**src/rtl/sweep_controller.sv**
```systemverilog
// Frequency-sweep sequencer: steps the regulator target from a start to a stop period,
// waiting for lock and dwelling at each point; reports timeouts as an error.
module sweep_controller #(
    parameter int TOL        = 2,
    parameter int LOCK_COUNT = 4,
    parameter int DWELL      = 16,
    parameter int TIMEOUT    = 64
) (
    input  logic       clk,
    input  logic       rst,
    input  logic       start,
    input  logic       abort,
    input  logic [7:0] startPeriod,
    input  logic [7:0] stopPeriod,
    input  logic [7:0] stepSize,
    input  logic       psi,
    input  logic [7:0] clkDuration,
    output logic [7:0] setPeriod,
    output logic       regRst,
    output logic       busy,
    output logic       locked,
    output logic       done,
    output logic       error,
    output logic [2:0] state_dbg
);

    localparam int CW = 16;
    localparam logic [CW-1:0] LOCK_MAX  = CW'(LOCK_COUNT);
    localparam logic [CW-1:0] DWELL_MAX = CW'(DWELL);
    localparam logic [CW-1:0] TMO_MAX   = CW'(TIMEOUT);

    typedef enum logic [2:0] {
        S_IDLE   = 3'd0,
        S_LOAD   = 3'd1,
        S_SETTLE = 3'd2,
        S_DWELL  = 3'd3,
        S_STEP   = 3'd4,
        S_DONE   = 3'd5,
        S_ERROR  = 3'd6
    } state_t;

    state_t          state_q, state_d;
    logic [7:0]      set_period_q, set_period_d;
    logic [7:0]      stop_q, stop_d;
    logic [7:0]      step_q, step_d;
    logic            up_q, up_d;
    logic            reg_rst_q, reg_rst_d;
    logic            psi_q;
    logic            discard_q, discard_d;
    logic [CW-1:0]   lock_cnt_q, lock_cnt_d;
    logic [CW-1:0]   tmo_cnt_q, tmo_cnt_d;
    logic [CW-1:0]   dwell_cnt_q, dwell_cnt_d;

    logic            fall;
    logic            in_tol;
    logic [8:0]      diff;
    logic [8:0]      sum9;
    logic [8:0]      dif9;
    logic [7:0]      step_next;
    logic [CW-1:0]   lock_nxt;
    logic [CW-1:0]   tmo_nxt;
    logic [CW-1:0]   dwell_nxt;

    always_ff @(posedge clk or negedge rst) begin
        if (!rst) begin
            state_q      <= S_IDLE;
            set_period_q <= '0;
            stop_q       <= '0;
            step_q       <= '0;
            up_q         <= 1'b0;
            reg_rst_q    <= 1'b0;
            psi_q        <= 1'b0;
            discard_q    <= 1'b0;
            lock_cnt_q   <= '0;
            tmo_cnt_q    <= '0;
            dwell_cnt_q  <= '0;
        end else begin
            state_q      <= state_d;
            set_period_q <= set_period_d;
            stop_q       <= stop_d;
            step_q       <= step_d;
            up_q         <= up_d;
            reg_rst_q    <= reg_rst_d;
            psi_q        <= psi;
            discard_q    <= discard_d;
            lock_cnt_q   <= lock_cnt_d;
            tmo_cnt_q    <= tmo_cnt_d;
            dwell_cnt_q  <= dwell_cnt_d;
        end
    end

    always_comb begin
        state_d      = state_q;
        set_period_d = set_period_q;
        stop_d       = stop_q;
        step_d       = step_q;
        up_d         = up_q;
        reg_rst_d    = 1'b0;
        discard_d    = discard_q;
        lock_cnt_d   = lock_cnt_q;
        tmo_cnt_d    = tmo_cnt_q;
        dwell_cnt_d  = dwell_cnt_q;

        fall = psi_q & ~psi;
        // 9-bit magnitude so the difference cannot wrap
        diff = (clkDuration >= set_period_q) ? ({1'b0, clkDuration} - {1'b0, set_period_q})
                                             : ({1'b0, set_period_q} - {1'b0, clkDuration});
        in_tol    = (diff <= 9'(TOL));
        lock_nxt  = in_tol ? (lock_cnt_q + CW'(1)) : '0;
        tmo_nxt   = tmo_cnt_q + CW'(1);
        dwell_nxt = dwell_cnt_q + CW'(1);

        sum9 = {1'b0, set_period_q} + {1'b0, step_q};
        dif9 = {1'b0, set_period_q} - {1'b0, step_q};
        if (up_q) begin
            step_next = (sum9 > {1'b0, stop_q}) ? stop_q : sum9[7:0];
        end else begin
            step_next = (dif9[8] || (dif9[7:0] < stop_q)) ? stop_q : dif9[7:0];
        end

        if (abort) begin
            state_d = S_IDLE;
        end else begin
            case (state_q)
                S_IDLE, S_DONE, S_ERROR: begin
                    if (start) begin
                        state_d      = S_LOAD;
                        set_period_d = startPeriod;
                        stop_d       = stopPeriod;
                        step_d       = (stepSize == 8'd0) ? 8'd1 : stepSize;
                        up_d         = (stopPeriod >= startPeriod);
                        reg_rst_d    = 1'b1;
                    end
                end
                S_LOAD: begin
                    lock_cnt_d = '0;
                    tmo_cnt_d  = '0;
                    discard_d  = 1'b0;
                    state_d    = S_SETTLE;
                end
                S_SETTLE: begin
                    if (fall) begin
                        if (!discard_q) begin
                            // first edge after the regulator reset is a partial pulse
                            discard_d = 1'b1;
                        end else begin
                            tmo_cnt_d  = tmo_nxt;
                            lock_cnt_d = lock_nxt;
                            if (lock_nxt == LOCK_MAX) begin
                                state_d     = S_DWELL;
                                dwell_cnt_d = '0;
                            end else if (tmo_nxt == TMO_MAX) begin
                                state_d = S_ERROR;
                            end
                        end
                    end
                end
                S_DWELL: begin
                    if (fall) begin
                        if (in_tol) begin
                            dwell_cnt_d = dwell_nxt;
                            if (dwell_nxt == DWELL_MAX) begin
                                state_d = (set_period_q == stop_q) ? S_DONE : S_STEP;
                            end
                        end else begin
                            state_d    = S_SETTLE;
                            lock_cnt_d = '0;
                            tmo_cnt_d  = '0;
                            discard_d  = 1'b1;
                        end
                    end
                end
                S_STEP: begin
                    set_period_d = step_next;
                    state_d      = S_LOAD;
                    reg_rst_d    = 1'b1;
                end
                default: state_d = S_IDLE;
            endcase
        end
    end

    assign setPeriod = set_period_q;
    assign regRst    = reg_rst_q;
    assign busy      = (state_q == S_LOAD) || (state_q == S_SETTLE) ||
                       (state_q == S_DWELL) || (state_q == S_STEP);
    assign locked    = (state_q == S_DWELL);
    assign done      = (state_q == S_DONE);
    assign error     = (state_q == S_ERROR);
    assign state_dbg = state_q;

endmodule

```
**config.mk**
```make
export PLATFORM = sky130hd
export DESIGN_NAME = sweep_controller
export DESIGN_NICKNAME = d
export VERILOG_FILES = /design/src/rtl/sweep_controller.sv
export SDC_FILE = /design/constraint.sdc
export NUM_CORES = 1
export LEC_CHECK = 0
export BUFFER_PORTS_ARGS = -buffer_cell sky130_fd_sc_hd__buf_2
export CAP_MARGIN = 30
export CORE_ASPECT_RATIO = 2
export CORE_MARGIN = 2
export CORE_UTILIZATION = 40
export CTS_BUF_LIST = sky130_fd_sc_hd__clkbuf_4 sky130_fd_sc_hd__clkbuf_8
export DETAILED_ROUTE_END_ITERATION = 7
export PLACE_DENSITY = 0.67
export SKIP_CTS_REPAIR_TIMING = 1
export SLEW_MARGIN = 10
export SYNTH_ARGS = -nofsm -noshare
export SYNTH_HDL_FRONTEND = slang
export SYNTH_SLANG_ARGS = --single-unit
```
**constraint.sdc**
```tcl
create_clock -name clk -period 3.49 [get_ports clk]
set_input_delay 0.349 -clock clk [delete_from_list [all_inputs] [get_ports clk]]
set_output_delay 0.349 -clock clk [all_outputs]
set_load 0.05 [all_outputs]
```
# Yosys cells after proc, flatten, opt, wreduce, memory -nomap -nowiden
# Cells that the tools add are included.
[totals] regBits=79 out_inout_bits=16
[op_classes] n_addsub=7 order_cmp=5 n_eq_ne=23 mux=40 bitwise_logic=3 n_reduce_logical=16
[ops] operator="16-bit two-way mux" count=12
[ops] operator="16-bit one-hot mux with 3 select lines" count=2
[ops] operator="16-bit by 1-bit adder with 16-bit output (second input constant)" count=3
[ops] operator="8-bit two-way mux" count=5
[ops] operator="16-bit one-hot mux with 2 select lines" count=1
[ops] operator="3-bit two-way mux" count=9
[ops] operator="8-bit by 8-bit subtractor with 9-bit output" count=3
[ops] operator="16-bit by 3-bit equality test with 1-bit output (second input constant)" count=1
[ops] operator="16-bit by 5-bit equality test with 1-bit output (second input constant)" count=1
[ops] operator="16-bit by 7-bit equality test with 1-bit output (second input constant)" count=1
[ops] operator="8-bit greater-or-equal comparator" count=2
[ops] operator="8-bit one-hot mux with 2 select lines" count=1
[ops] operator="3-bit one-hot mux with 5 select lines" count=1
[ops] operator="6-bit AND reduction" count=2
[ops] operator="2-bit != test (second input constant)" count=5
[ops] operator="8-bit by 8-bit adder with 9-bit output" count=1
[ops] operator="3-bit equality test (second input constant)" count=3
[ops] operator="9-bit by 8-bit greater-than comparator with 1-bit output" count=1
[ops] operator="9-bit by 2-bit less-or-equal comparator with 1-bit output (second input constant)" count=1
[ops] operator="9-bit two-way mux" count=1
[ops] operator="3-bit != test (second input constant)" count=3
[ops] operator="8-bit equality test" count=1
[ops] operator="8-bit zero test" count=1
[ops] operator="8-bit < comparator" count=1
[ops] operator="19 further kinds" count=32

# Logic depth before layout (Yosys ltp)
[depth] word_depth=10 depth_mapped=18 ltp_nobuf=17

# Worst setup path after synthesis
# Ideal clock, no wire load.
[synth_timing] path_kind="register to register" startpoint="reg set_period_q[0] (netlist: setPeriod[0])" endpoint="reg set_period_q[0] (netlist: setPeriod[0])" setup_ns=0.086 arrival_ns=3.567 path_slack_ns=-0.163 stages_incl_launch_ff=17 path_buffers=0 period_less_slack_ns=3.653 cell_sequence="dfrtp_1 > ha_1 > fa_1 > nand2b_1 > a21oi_1 > o21bai_1 > a21oi_1 > nor2_1 > xor2_1 > ha_1 > nand4_1 > nor2_1 > a211oi_1 > nor4_4 > mux2i_1 > or3_1 > a32oi_1"
[synth_via] elab_chain_len=6 elab_cells_between_ends=9 classes_between="add/sub (2); order compare (2); mux (4); reduce/logical (1)"
[synth_lines] element="start: declaration" line="43" text="logic [7:0] set_period_q, set_period_d;"
[synth_lines] element="start signal: assignment" line="79" text="set_period_q <= set_period_d;"
[synth_lines] element="8-bit by 8-bit subtractor with 9-bit output" line="114" text="dif9 = {1'b0, set_period_q} - {1'b0, step_q};"
[synth_lines] element="8-bit < comparator" line="118" text="step_next = (dif9[8] || (dif9[7:0] < stop_q)) ? stop_q : dif9[7:0];"
[synth_lines] element="1-bit logical OR" line="118"
[synth_lines] element="8-bit two-way mux" line="118"
[synth_lines] element="8-bit two-way mux *" line="115" text="if (up_q) begin"
[synth_lines] element="8-bit one-hot mux with 2 select lines *" line="124" text="case (state_q)"
# Every way passes the cells marked *; elsewhere a longest branch is shown, timed or not.
# A chain may end at the register's enable or synchronous reset.

# Worst setup path in the final report
[layout_timing] startpoint="reg set_period_q[1] (netlist: setPeriod[1])" endpoint="reg set_period_q[1] (netlist: setPeriod[1])"
# Same word-level chain as after synthesis.

==> impl_metrics.tcl <==
set metrics [dict create \
    synth_area_leaders "dfrtp_1 28%, ha_1 10%, o21ai_0 5.0%, nand2_1 5.0%, inv_1 3.5%" \
    dp.cells 1132 \
    io_buffers 52 \
    hold_viol 1 \
    antenna_cells 0 \
    worst-setup-path-type "reg2reg" \
    synthesis.instances 856 \
    worst_pin_slew_ns 0.9490 \
    path_cells "ha_1, nor2b_1, o21ai_1, a21boi_0, o21ai_0, buf_4, nor2b_1, xnor2_1, ha_1, a2111oi_4, a211oi_2, buf_4, buf_2, nand2_1, o21ai_0, o21ai_1, o221ai_1" \
    clock_latency_ns 0.39 \
    wl_um 20920 \
    cts_tree "yes" \
    htreeDepth 3 \
    power_frac_clock_pct 9.9 \
    cp-end-kind "flip-flop" \
    yosysMostFrequentCell "nand2_1" \
    dr.pass1.iters 5 \
    clock-sinks 79 \
    drv_cap 0 \
    power_density_mw_per_mm2 1001 \
    crit_required_ns 3.71 \
    placed_cell_area_mm2 0.007775 \
    syn_area_mm2 0.007012 \
    ios 53 \
    grt_max_degree 52 \
    detail-route-antenna-nets 0 \
    synth_top_area_cell "dfrtp_1" \
    regToRegEndpoint "setPeriod[1]$_DFFE_PN0P_" \
    synth.avg_cell_area_um2 8.191 \
    power.combinational.fraction_pct 74.1 \
    grt_pass1_vias 6929 \
    ys_warn_count 0 \
    min_period_over_period_pct 102.3 \
    dieArea_mm2 0.01867 \
    power_switching_mw 3.991 \
    synth_nets 955 \
    multi_input_area_mm2 0.004751 \
    drc 0 \
    vias_per_cell 5.920 \
    violations "hold timing, setup timing" \
    peakVddDrop_v 0.001019 \
    rsz0062_at_grt "true" \
    drive_gt1_share_pct 21.24 \
    ys_seq_area_share_pct 28.19 \
    drv_slew 0 \
    synthFlopType "dfrtp_1" \
    grt_pass1_wl_um 33640 \
    layout_setup_ws_ns -0.08076 \
    synth_common_cells "93 x nand2_1, 79 x dfrtp_1, 70 x o21ai_0" \
    hold_slack_ns -0.0007925 \
    crit_fanout 6 \
    area_growth_pct 18.15 \
    tns_ns -0.2642 \
    status "finished with violations" \
    synth_edf_count 0 \
    wl_per_cell_um 18.01 \
    die_y_um 191.2 \
    period_needed_ns 3.571 \
    skew_ns 0.01498 \
    cpLargestDelayFamily "compound AO/OA/AOI/OAI gates" \
    path_depth 17 \
    startpoint "setPeriod[1]$_DFFE_PN0P_" \
    cts_root_buffer "clkbuf_8" \
    crit_buf_inv 3 \
    num_vias 6873 \
    relSlewSlack_pct 36.31 \
    r2r_start "setPeriod[1]$_DFFE_PN0P_" \
    p_sw_share_pct 48.13 \
    regArea_mm2 0.001982 \
    pre_cts_ws_ns -0.09858 \
    num_rows 68 \
    utilization_pct 48.20 \
    p_int_mw 4.302 \
    ff2ff_setup_slack_ns -0.08 \
    clockBufferDepth 2 \
    endpoint "setPeriod[1]$_DFFE_PN0P_" \
    sequentialPowerShare_pct 16.1 \
    power_mw 8.293 \
    final_area_mm2 0.008284 \
    nFillCells 1719 \
    hp-class "in2async" \
    max_freq_mhz 280.1 \
    max_stage_delay_ns 0.43 \
    ys_ff_latch 79 \
    crit_slowest_cell "dfrtp_2" \
    critPathLaunchType "flip-flop" \
    synthDistinctLibCells 84 \
    nets 1045 \
    fin_cells 1161 \
    path_clk_slew_ns 0.09 \
    async_flop_share_pct 100.0 \
    hpwl_um 16040 \
    die_x_um 97.62 \
    synth.top_cell.area_share_pct 28.19 \
    start_util_pct 40.80 \
    place_congestion 0.9382 \
    overflow 0 \
    antenna_found_initial 0 \
    ff2ff_path_depth 17 \
    worstPathArrival_ns 3.79 \
    setup_viol 6 \
    drtIter0Drc 359 \
    cts_buffers 9 \
    p_leak_nw 3.728 \
    grtUsageTotal_pct 22.52 \
    core_mm2 0.01719 \
]
flip-flops by register name, summed over array words and instances, names as in the netlist:
name	cells
discard_q	1
step_q	8
psi_q	1
regRst	1
dwell_cnt_q	16
lock_cnt_q	16
up_q	1
tmo_cnt_q	16
setPeriod	8
state_dbg	3
stop_q	8
placed cells by master (no fill, tap or decap), types with 6 or more instances in the layout:
| cell type | synthesis | final |
|---|---|---|
| buf_2 | 12 | 52 |
| buf_4 | 6 | 59 |
| o22ai_1 | 6 | 6 |
| o21ai_1 | 15 | 20 |
| a2bb2oi_1 | 7 | 7 |
| nand2_1 | 93 | 93 |
| nand4_1 | 18 | 18 |
| o21ai_0 | 70 | 63 |
| ha_1 | 58 | 55 |
| clkbuf_8 | 0 | 10 |
| a31oi_1 | 18 | 18 |
| mux2i_1 | 11 | 10 |
| xor2_1 | 6 | 6 |
| o211ai_1 | 6 | 6 |
| nor3_1 | 23 | 23 |
| and2_1 | 10 | 10 |
| dfrtp_1 | 79 | 75 |
| nand3_1 | 31 | 30 |
| xnor2_1 | 21 | 21 |
| a21oi_1 | 47 | 43 |
| nor2_1 | 57 | 53 |
| and3_1 | 9 | 9 |
| nor2b_1 | 10 | 10 |
| inv_1 | 66 | 66 |
| o21a_1 | 10 | 10 |
| o31ai_2 | 7 | 7 |
| a21o_1 | 13 | 13 |
| nand2b_1 | 10 | 10 |
kinds of logic (layout without fill, tap and decap cells):
logic type | after synthesis | after routing | share of synthesized area [%]
simple gates | 306 | 307 | 22.70
xor+xnor | 27 | 27 | 3.373
compound gates | 262 | 262 | 25.45
flops | 79 | 79 | 28.19
fa+ha+maj | 62 | 62 | 11.49
buf+inv | 106 | 200 | 6.745
mux | 14 | 14 | 2.052
metal layers:
layer  up-vias  share of wire, %  track usage (%)
li1       3279                 -                -
met1      3274                35            21.97
met2       228                54            43.58
met3        92               3.5            2.486
met4         0               6.8            15.01
met5         -                 0                0
final cells by class:
type	count	area share, %
multi-input combinational	672	57.35
sequential	79	23.92
timing repair buffer	118	9.802
tap	210	3.172
inverter	66	2.990
clock buffer	10	1.661
clock inverter	6	1.103
power groups by stage:
stage	Combinational (mW)	Clock, mW	Sequential (mW)
2_1_floorplan	3.20	0	1.48
3_3_place_gp	5.10	0	1.33
3_5_place_dp	5.13	0	1.34
4_1_cts	5.16	0.840	1.32
5_1_grt	6.64	0.868	1.36
6_report	6.14	0.818	1.33
worst min path at each step:
stage                                      endpoint  cells after the start
after floorplan               discard_q$_DFFE_PN0P_                      0
after global placement    tmo_cnt_q[11]$_DFFE_PN0P_                      1
after CTS                 tmo_cnt_q[11]$_DFFE_PN0P_                      1
after detailed placement  tmo_cnt_q[11]$_DFFE_PN0P_                      1
final                     tmo_cnt_q[11]$_DFFE_PN0P_                      1
after global routing      tmo_cnt_q[11]$_DFFE_PN0P_                      1
Power figures use the tool's default switching activity.
